<file path="config.mk">
export PLATFORM = sky130hd
export DESIGN_NAME = pwm_multi_ch
export DESIGN_NICKNAME = d
export VERILOG_FILES = /design/src/rtl/pwm_multi_ch.sv
export SDC_FILE = /design/constraint.sdc
export NUM_CORES = 1
export LEC_CHECK = 0
export CAP_MARGIN = 10
export CORE_ASPECT_RATIO = 0.6
export CORE_MARGIN = 3
export CORE_UTILIZATION = 43
export CTS_BUF_LIST = sky130_fd_sc_hd__clkbuf_4
export DETAILED_ROUTE_END_ITERATION = 7
export GPL_ROUTABILITY_DRIVEN = 0
export PLACE_DENSITY_LB_ADDON = 0.3
export REMOVE_ABC_BUFFERS = 1
export SETUP_SLACK_MARGIN = 0.3
export SYNTH_ARGS = -nofsm -noshare
export SYNTH_HDL_FRONTEND = slang
export SYNTH_SLANG_ARGS = --single-unit
</file>
<file path="constraint.sdc">
create_clock -name clk -period 1.9 [get_ports clk]
set_input_delay 0.38 -clock clk [delete_from_list [all_inputs] [get_ports clk]]
set_output_delay 0.38 -clock clk [all_outputs]
set_load 0.01 [all_outputs]
</file>
<file path="src/rtl/pwm_multi_ch.sv">
// Multi-channel active-low PWM: one shared period counter, per-channel duty shadowed until wrap.
// Optional PWM_STAGGER_EN phase-offsets each channel by i*(CNT_NUM/CH_NUM) counts.
module pwm_multi_ch #(
  parameter int CNT_NUM   = 8,
  parameter int CNT_WIDTH = $clog2(CNT_NUM + 1),
  parameter int CH_NUM    = 4,
  parameter int CH_WIDTH  = (CH_NUM > 1) ? $clog2(CH_NUM) : 1
) (
  input  logic                 clk,
  input  logic                 rst,
  input  logic                 en,
  input  logic                 wr_en,
  input  logic [CH_WIDTH-1:0]  wr_ch,
  input  logic [CNT_WIDTH-1:0] wr_duty,
  output logic [CH_NUM-1:0]    out,
  output logic                 period_start
);

  localparam logic [CNT_WIDTH-1:0] CNT_LAST = CNT_WIDTH'(CNT_NUM - 1);
  localparam logic [CNT_WIDTH-1:0] DUTY_MAX = CNT_WIDTH'(CNT_NUM);

  logic [CNT_WIDTH-1:0] cnt_q, cnt_d;
  logic [CNT_WIDTH-1:0] shadow_q [CH_NUM];
  logic [CNT_WIDTH-1:0] shadow_d [CH_NUM];
  logic [CNT_WIDTH-1:0] active_q [CH_NUM];
  logic [CNT_WIDTH-1:0] active_d [CH_NUM];
  logic [CH_NUM-1:0]    out_q, out_d;
  logic                 period_start_q, period_start_d;

  logic                 wrap;
  logic [CNT_WIDTH-1:0] duty_clamped;
  logic [CNT_WIDTH-1:0] idx [CH_NUM];

  for (genvar g = 0; g < CH_NUM; g++) begin : g_idx
`ifdef PWM_STAGGER_EN
    localparam int IDX_W = CNT_WIDTH + 1;
    localparam int STAGGER_STEP = CNT_NUM / CH_NUM;
    logic [CNT_WIDTH:0] sum;
    // Offset is always below CNT_NUM, so a single conditional subtract is the modulo.
    assign sum    = {1'b0, cnt_q} + IDX_W'(g * STAGGER_STEP);
    assign idx[g] = (sum >= IDX_W'(CNT_NUM)) ? CNT_WIDTH'(sum - IDX_W'(CNT_NUM))
                                             : sum[CNT_WIDTH-1:0];
`else
    assign idx[g] = cnt_q;
`endif
  end

  always_comb begin
    wrap           = en && (cnt_q == CNT_LAST);
    duty_clamped   = (wr_duty > DUTY_MAX) ? DUTY_MAX : wr_duty;
    cnt_d          = cnt_q;
    out_d          = '1;
    period_start_d = en && (cnt_q == '0);

    if (en) begin
      cnt_d = wrap ? '0 : cnt_q + 1'b1;
    end

    for (int i = 0; i < CH_NUM; i++) begin
      shadow_d[i] = shadow_q[i];
      active_d[i] = active_q[i];
      if (wr_en && (int'(wr_ch) == i)) begin
        shadow_d[i] = duty_clamped;
      end
      // Taking shadow_d gives the same-cycle write bypass into active.
      if (wrap) begin
        active_d[i] = shadow_d[i];
      end
      if (en) begin
        out_d[i] = (idx[i] < active_q[i]) ? 1'b0 : 1'b1;
      end
    end
  end

  always_ff @(posedge clk or negedge rst) begin
    if (!rst) begin
      cnt_q          <= '0;
      out_q          <= '1;
      period_start_q <= 1'b0;
      for (int i = 0; i < CH_NUM; i++) begin
        shadow_q[i] <= '0;
        active_q[i] <= '0;
      end
    end else begin
      cnt_q          <= cnt_d;
      out_q          <= out_d;
      period_start_q <= period_start_d;
      for (int i = 0; i < CH_NUM; i++) begin
        shadow_q[i] <= shadow_d[i];
        active_q[i] <= active_d[i];
      end
    end
  end

  assign out          = out_q;
  assign period_start = period_start_q;

endmodule
</file>
Word level (Yosys, flattened, before mapping) --
Index checks and enable logic that the tools add are counted.
Storage, ports and cells: register bits after elaboration 41, latch bits 0, memory bits (writable) 0, ROM bits 0, bits of input ports 10, output and inout bits 5, word-level logic and storage cells 43, memories kept 0
Cells by class: add/sub/neg operators 1, $mul 0, divide/modulo/power cells 0, magnitude comparators 5, equal/unequal tests 4, shift operators 0, muxes and demuxes 14, bitwise gates (word level) 0, reduce and logical (&&, ||, !) cells 8
Operators by type and width (number):
- $mux W4 | 6
- $lt A4 B4 Y1 | 4
- $mux W1 | 8
- $logic_and A1 B1 Y1 | 6
- $add A4 B1 Y4 const B | 1
- $eq A2 B2 Y1 const B | 2
- $eq A4 B3 Y1 const B | 1
- $gt A4 B4 Y1 const B | 1
- $logic_not A4 Y1 | 1
- $eq A2 B1 Y1 const B | 1
- $logic_not A2 Y1 | 1

Depth between registers and ports, before layout --
Gate-level depths: netlist of the first run.
depth after elaboration 3, gate-level depth with buffers 5, depth with buffers taken out 5

Worst setup path before layout of the first run --
Ideal clock, no wire load.
path type register to register, start reg cnt_q[1], end reg active_q[14] (netlist name), arrival time 1.415 ns, data required time 1.775 ns, path slack 0.360 ns, cell stages (with the launch flop) 5, cells stage by stage dfrtp_1 -> ha_1 -> nand4b_1 -> buf_1 -> mux2_2
Between the ends: word-level cells in the longest chain between the ends 2
RTL lines:
- start: declaration | line 22 | logic [CNT_WIDTH-1:0] cnt_q, cnt_d;
- start signal: assignment | line 85 | cnt_q <= cnt_d;
- $eq A4 B3 Y1 | line 49 | wrap = en && (cnt_q == CNT_LAST);
- $logic_and A1 B1 Y1 | line 49
- end signal: indexed assignment | line 90 | active_q[i] <= active_d[i];
- end: declaration | line 25 | logic [CNT_WIDTH-1:0] active_q [CH_NUM];
Every way passes these cells. A chain may end at the register's enable or synchronous reset.

==> flow_summary.yaml, run 1 <==
clock_network:
  cts_tree: "built"
  post_cts_buffers: 0
  htreeDepth: 2
  cts-root-buf: "clkbuf_4"
  numCtsBuffers: 5
  cts.sinks: 41
  clockBufferDepth: 2
  path_clk_slew_ps: 130
  clock_latency_ps: 350
routing:
  vias_per_cell: 5.24
  dr.first_iter.drc_count: 61
  postRouteAntennaNets: 0
  drt-pass1-iter-count: 4
  avgRoutedWirePerCell_um: 14.9
  routed_wirelength_um: 3620
  drc_errors: 0
  num_vias: 1274
sta:
  hold_viol: 0
  skew_ps: 5.17
  fmax_mhz: 647
  maxSlewViolCount: 0
  worst_slew_pin_slew_ps: 450
  maxSlewHeadroom_pct: 70.0
  period_share_pct: 81.4
  rsz0062_at_grt: "no"
  worst_slack_ps: 354
  setup_violations: 0
  min_period_ps: 1550
cells_and_area:
  seq_area_sq_mm: 0.00103
  area_growth_pct: 19.0
  multiInputGateArea_sq_um: 748
  drive_gt1_share_pct: 21.0
  fin_nets: 209
  num_antenna_cells: 0
  final_common_cell: "dfrtp_1"
  final_cell_mix: "36 x dfrtp_1, 15 x o21ai_0, 15 x mux2_2"
  fill_cells: 339
  design_area_sq_mm: 0.00221
worst_setup_path:
  cp_slowest_stage_delay_ps: 520
  critPathBufInv: 1
  ff2ff_setup_slack_ps: 380
  path_class: "input port to register"
  cpLargestDelayFamily: "simple AND/OR/NAND/NOR gates"
  cp_cell_sequence: "clkdlybuf4s50_1 > or3b_4 > mux2_4 > nor2_1 > a21oi_1"
  reg2reg_from: "cnt_q[1]"
  crit_fanout: 6
  slowest_stage: "clkdlybuf4s50_1"
  crit_arrival_ps: 1800
  r2r_end: "active_q[10]"
  cp.depth: 5
  reg2regPathDepth: 4
  startpoint_type: "input port"
  cp-end-kind: "register"
  cp.required_ps: 2150
die:
  rows: 17
  core_area_sq_mm: 0.00389
  initial_core_util_pct: 47.6
  die-height_um: 56.9
  io_pins: 15
  dieArea_sq_mm: 0.00516
  die_x_um: 90.8
grt:
  antenna_found_initial: 0
  grt_usage_pct: 15.4
  grt_first_pass_wirelength_um: 6140
  overflow: 0
  grt_max_degree: 21
  grt_pass1_vias: 1338
min_path:
  hp-class: "input port to async pin"
placed_design:
  portBuffers: 14
  place_area_sq_mm: 0.00210
  dp_slack_ps: -68.5
  dp_hpwl_um: 2750
synth:
  syn-cell-area_sq_mm: 0.00185
  synthFlopType: "dfrtp_1"
  ys_seq_area_share_pct: 55.6
  synth-seq-cells: 41
  async_flop_share_pct: 100
  synth_edf_count: 0
  ys_warn_count: 0
  synth_cell_type_count: 27
  syn_avg_cell_area_sq_um: 11.7
  syn-instance-count: 159
pwr:
  power_density_mw_per_mm2: 1280
  p_leak_uw: 0.00104
  irDropWorstVdd_mv: 0.564
run:
  maxCapViolCount: 0
outcome:
  status: "complete, no violations"
[worst register-to-register path, delay by kind of cell (launching register included)]
family / cells / cell delay (ps)
flops: 1 / 480
mux: 1 / 360
fa+ha+maj: 1 / 240
buf+inv: 1 / 210
simple gates: 1 / 140
[logic make-up after synthesis]
| kind of cell | Yosys count | synth area share [%] |
|---|---|---|
| compound gates | 31 | 9.05 |
| simple gates | 38 | 11.3 |
| flops | 41 | 55.6 |
| mux | 16 | 9.93 |
| buf+inv | 18 | 4.12 |
| xor+xnor | 1 | 0.473 |
| fa+ha+maj | 14 | 9.45 |
[power breakdown]
group          internal (uW)  leakage [uW]  switching [uW]
Sequential              1140      0.000511             159
Combinational            417      0.000473             419
Clock                    407     0.0000552             286
[registers in the layout, indices dropped and copies added, names as in the netlist]
register,flops
cnt_q,4
shadow_q,16
period_start,1
active_q,16
out,4
[synth_stat cells (3+ instances only)]
master / count / area, sq um
a21oi_1: 8 / 40.0
o21ai_0: 15 / 75.1
mux2_2: 15 / 169
dfstp_2: 4 / 105
dfrtp_1: 37 / 926
nor3b_1: 8 / 60.1
a21boi_0: 4 / 30.0
o21ai_1: 3 / 15.0
nand2b_1: 3 / 18.8
nand2_1: 14 / 52.6
inv_1: 14 / 52.6
nor2_1: 4 / 15.0
ha_1: 14 / 175
[through the flow]
step | hold slack, ps | utilization (%) | std cells | TNS, ps | power (uW)
final | 496 | 56.7 | 243 | 0 | 2830
after global routing | 525 | 56.7 | 243 | 0 | 3040
after CTS | 505 | 56.6 | 243 | 0 | 2860
after detailed placement | 359 | 53.8 | 234 | -134 | 2190
after global placement | 346 | 53.8 | 234 | -41.3 | 2120
after floorplan | 84.4 | - | 155 | 0 | 1830
[final cells by class]
cell class                 count  area share, %
clock buffer                   5           1.70
timing repair buffer          23           9.02
clock inverter                 3           2.95
tap                           57           3.23
multi-input combinational    100           33.9
sequential                    41           46.8
inverter                      14           2.38
[routing by layer]
layer  vias to the layer above  share of wire, %  GRT usage (%)
met5                         -                 0              0
met4                         0               1.5           6.54
met3                         8               3.6           4.28
met2                        23                49           26.2
met1                       647                46           18.5
li1                        596                 -              -
[worst max path at each step]
stage	startpoint	end	slack, ps
finish	wr_en	active_q[15]	350
global route	wr_ch[0]	active_q[11]	300
CTS	wr_en	active_q[15]	320
detailed placement	wr_en	active_q[15]	-70
global placement	wr_en	active_q[15]	-40
floorplan	cnt_q[1]	active_q[0]	110
[what timing repair did]
item | in CTS | in global routing
hold buffers | 1 | 0
resized for setup | 5 | 2
hold endpoints to repair | 14 | 0
endpoints found under the setup margin | 5 | 12
pin swaps | 0 | 1
Power figures use the tool's default switching activity.
==> inputs of run 2 (changes only) <==
==> constraint.sdc (replaced) <==
create_clock -name clk -period 1.4 [get_ports clk]
set_input_delay 0.28 -clock clk [delete_from_list [all_inputs] [get_ports clk]]
set_output_delay 0.28 -clock clk [all_outputs]
set_load 0.01 [all_outputs]
==> run 2 against run 1 <==
Sequential power up 31%. Critical path depth decreased by 1. Global-route usage grew 1.5 points. First-iteration DRC count down 49%. Combinational power increased by 130%. Worst hold slack lost 120 ps. Power rose by 54%. Clock-buffer cell count unchanged. Non-clock buffer count rose by 7. Final cell count is 2.9% higher. Critical endpoint is now active_q[1]. Highest routed layer unchanged. Setup slack lost 350 ps.
==> flow_summary.yaml, run 2 (same netlist as run 1, synthesis figures left out) <==
cells_and_area:
  fill_cells: 314
  final_cell_mix: "37 x dfrtp_1, 14 x nand2_1, 13 x inv_1, 11 x mux2_2"
  multiInputGateArea_sq_um: 906
  final_common_cell: "dfrtp_1"
  instances_no_fill: 250
  area_growth_pct: 32.3
  top_regs: "active_q (16), shadow_q (16)"
  seq_area_sq_mm: 0.00103
  fin_nets: 216
  drive_gt1_share_pct: 36.8
  num_antenna_cells: 0
placed_design:
  dp_slack_ps: -490
  portBuffers: 14
  dp_hpwl_um: 2550
  placedCellCount: 237
sta:
  maxSlewViolCount: 0
  fmax_mhz: 717
  min_period_ps: 1390
  rsz0062_at_grt: "yes"
  skew_ps: 12.5
  setup_violations: 0
  maxSlewHeadroom_pct: 73.0
  hold_slack_ps: 381
  period_share_pct: 99.6
  hold_viol: 0
  worst_slew_pin_slew_ps: 406
  worst_slack_ps: 5.11
pwr:
  power.switching_uw: 1430
  combPwrFrac_pct: 43.4
  irDropWorstVdd_mv: 1.01
  intPower_uw: 2920
  power_density_mw_per_mm2: 1770
  pwr-share-seq_pct: 39.0
  swShare_pct: 32.8
  p_clk_share_pct: 17.6
  p_leak_uw: 0.00113
routing:
  avgRoutedWirePerCell_um: 15.6
  vias_per_cell: 5.19
  drt-pass1-iter-count: 6
  postRouteAntennaNets: 0
  drc_errors: 0
  num_vias: 1297
  routed_wirelength_um: 3890
  dr.first_iter.drc_count: 31
worst_setup_path:
  cp.required_ps: 1640
  cp-end-kind: "register"
  cp_cell_sequence: "ha_2 > nand4b_1 > buf_12 > mux2_2"
  path_class: "register to register"
  cp_slowest_stage_delay_ps: 410
  slowest_stage: "dfrtp_1"
  startpoint_type: "register"
  crit_arrival_ps: 1640
  crit_fanout: 21
die:
  rows: 17
  die_x_um: 90.8
  die-height_um: 56.9
  io_pins: 15
  core_area_sq_mm: 0.00389
  initial_core_util_pct: 47.6
  dieArea_sq_mm: 0.00516
clock_network:
  htreeDepth: 2
  path_clk_slew_ps: 120
  cts-root-buf: "clkbuf_4"
  cts.sinks: 41
  cts_tree: "built"
  clockBufferDepth: 2
  clock_latency_ps: 360
  numCtsBuffers: 5
grt:
  grt_max_degree: 26
  overflow: 0
  grt_usage_pct: 16.9
  antenna_found_initial: 0
  grt_first_pass_wirelength_um: 6760
  grt_pass1_vias: 1411
min_path:
  hp-class: "input port to async pin"
outcome:
  status: "complete, no violations"
run:
  maxCapViolCount: 0
run 2: cell types whose count changed in the layout (fill, tap and decap cells not counted), moves of 5 or more:
cell,before,now
ha_4,0,5
ha_1,14,8
buf_6,0,8
o21ai_0,15,8
run 2: power groups by stage:
| stage | combinational, uW | clock (uW) | sequential, uW |
|---|---|---|---|
| after floorplan | 735 | 0 | 1750 |
| after global placement | 1270 | 0 | 1680 |
| after detailed placement | 1350 | 0 | 1700 |
| after CTS | 1600 | 785 | 1690 |
| after global routing | 2110 | 839 | 1740 |
| final | 1890 | 765 | 1700 |
run 2: final timing paths:
check,start,endpoint,slack [ps],depth (start not counted)
max,cnt_q[0],active_q[1],5,4
min,rst,active_q[11],380,2
max reg2reg,cnt_q[0],active_q[1],5,4
min reg2reg,shadow_q[6],shadow_q[6],510,2
max in group asynchronous,rst,out[3],480,3
min in group clk,wr_ch[0],shadow_q[14],420,3
run 2: area by class of cell:
class,count,area share (%)
clock buffers,5,1.53
clock inverters,3,1.68
inverters,14,2.30
multi-input cells,100,36.9
flip-flops and latches,41,42.0
well taps,57,2.91
repair buffers,30,12.6
run 2: per-layer routing:
metal	GRT usage [%]	share of wire, %	up-vias
li1	-	-	619
met1	21.0	45	656
met2	28.3	51	19
met3	4.82	3.3	3
met4	5.66	0.57	0
met5	0	0	-
run 2: critical path: cells and delay by family (launching register included):
family,cells,cell delay (ps)
simple gates,1,140
mux,1,340
flops,1,410
fa+ha+maj,1,200
buf+inv,1,180
run 2: through the flow:
stage	area [sq um]	setup TNS (ps)	total power (uW)	utilization [%]
CTS	2370	0	4080	60.9
global placement	2140	-7310	2950	55.1
detailed placement	2140	-8670	3050	55.1
floorplan	1830	-5910	2490	-
global route	2450	-139	4690	63.0
finish	2450	0	4350	63.0
run 2: timing repair:
item | CTS | global route
hold buffers | 1 | 0
hold endpoints to repair | 16 | 0
gates resized for setup | 62 | 13
endpoints found under the setup margin | 42 | 29
pin swaps | 13 | 8
setup buffers | 3 | 1
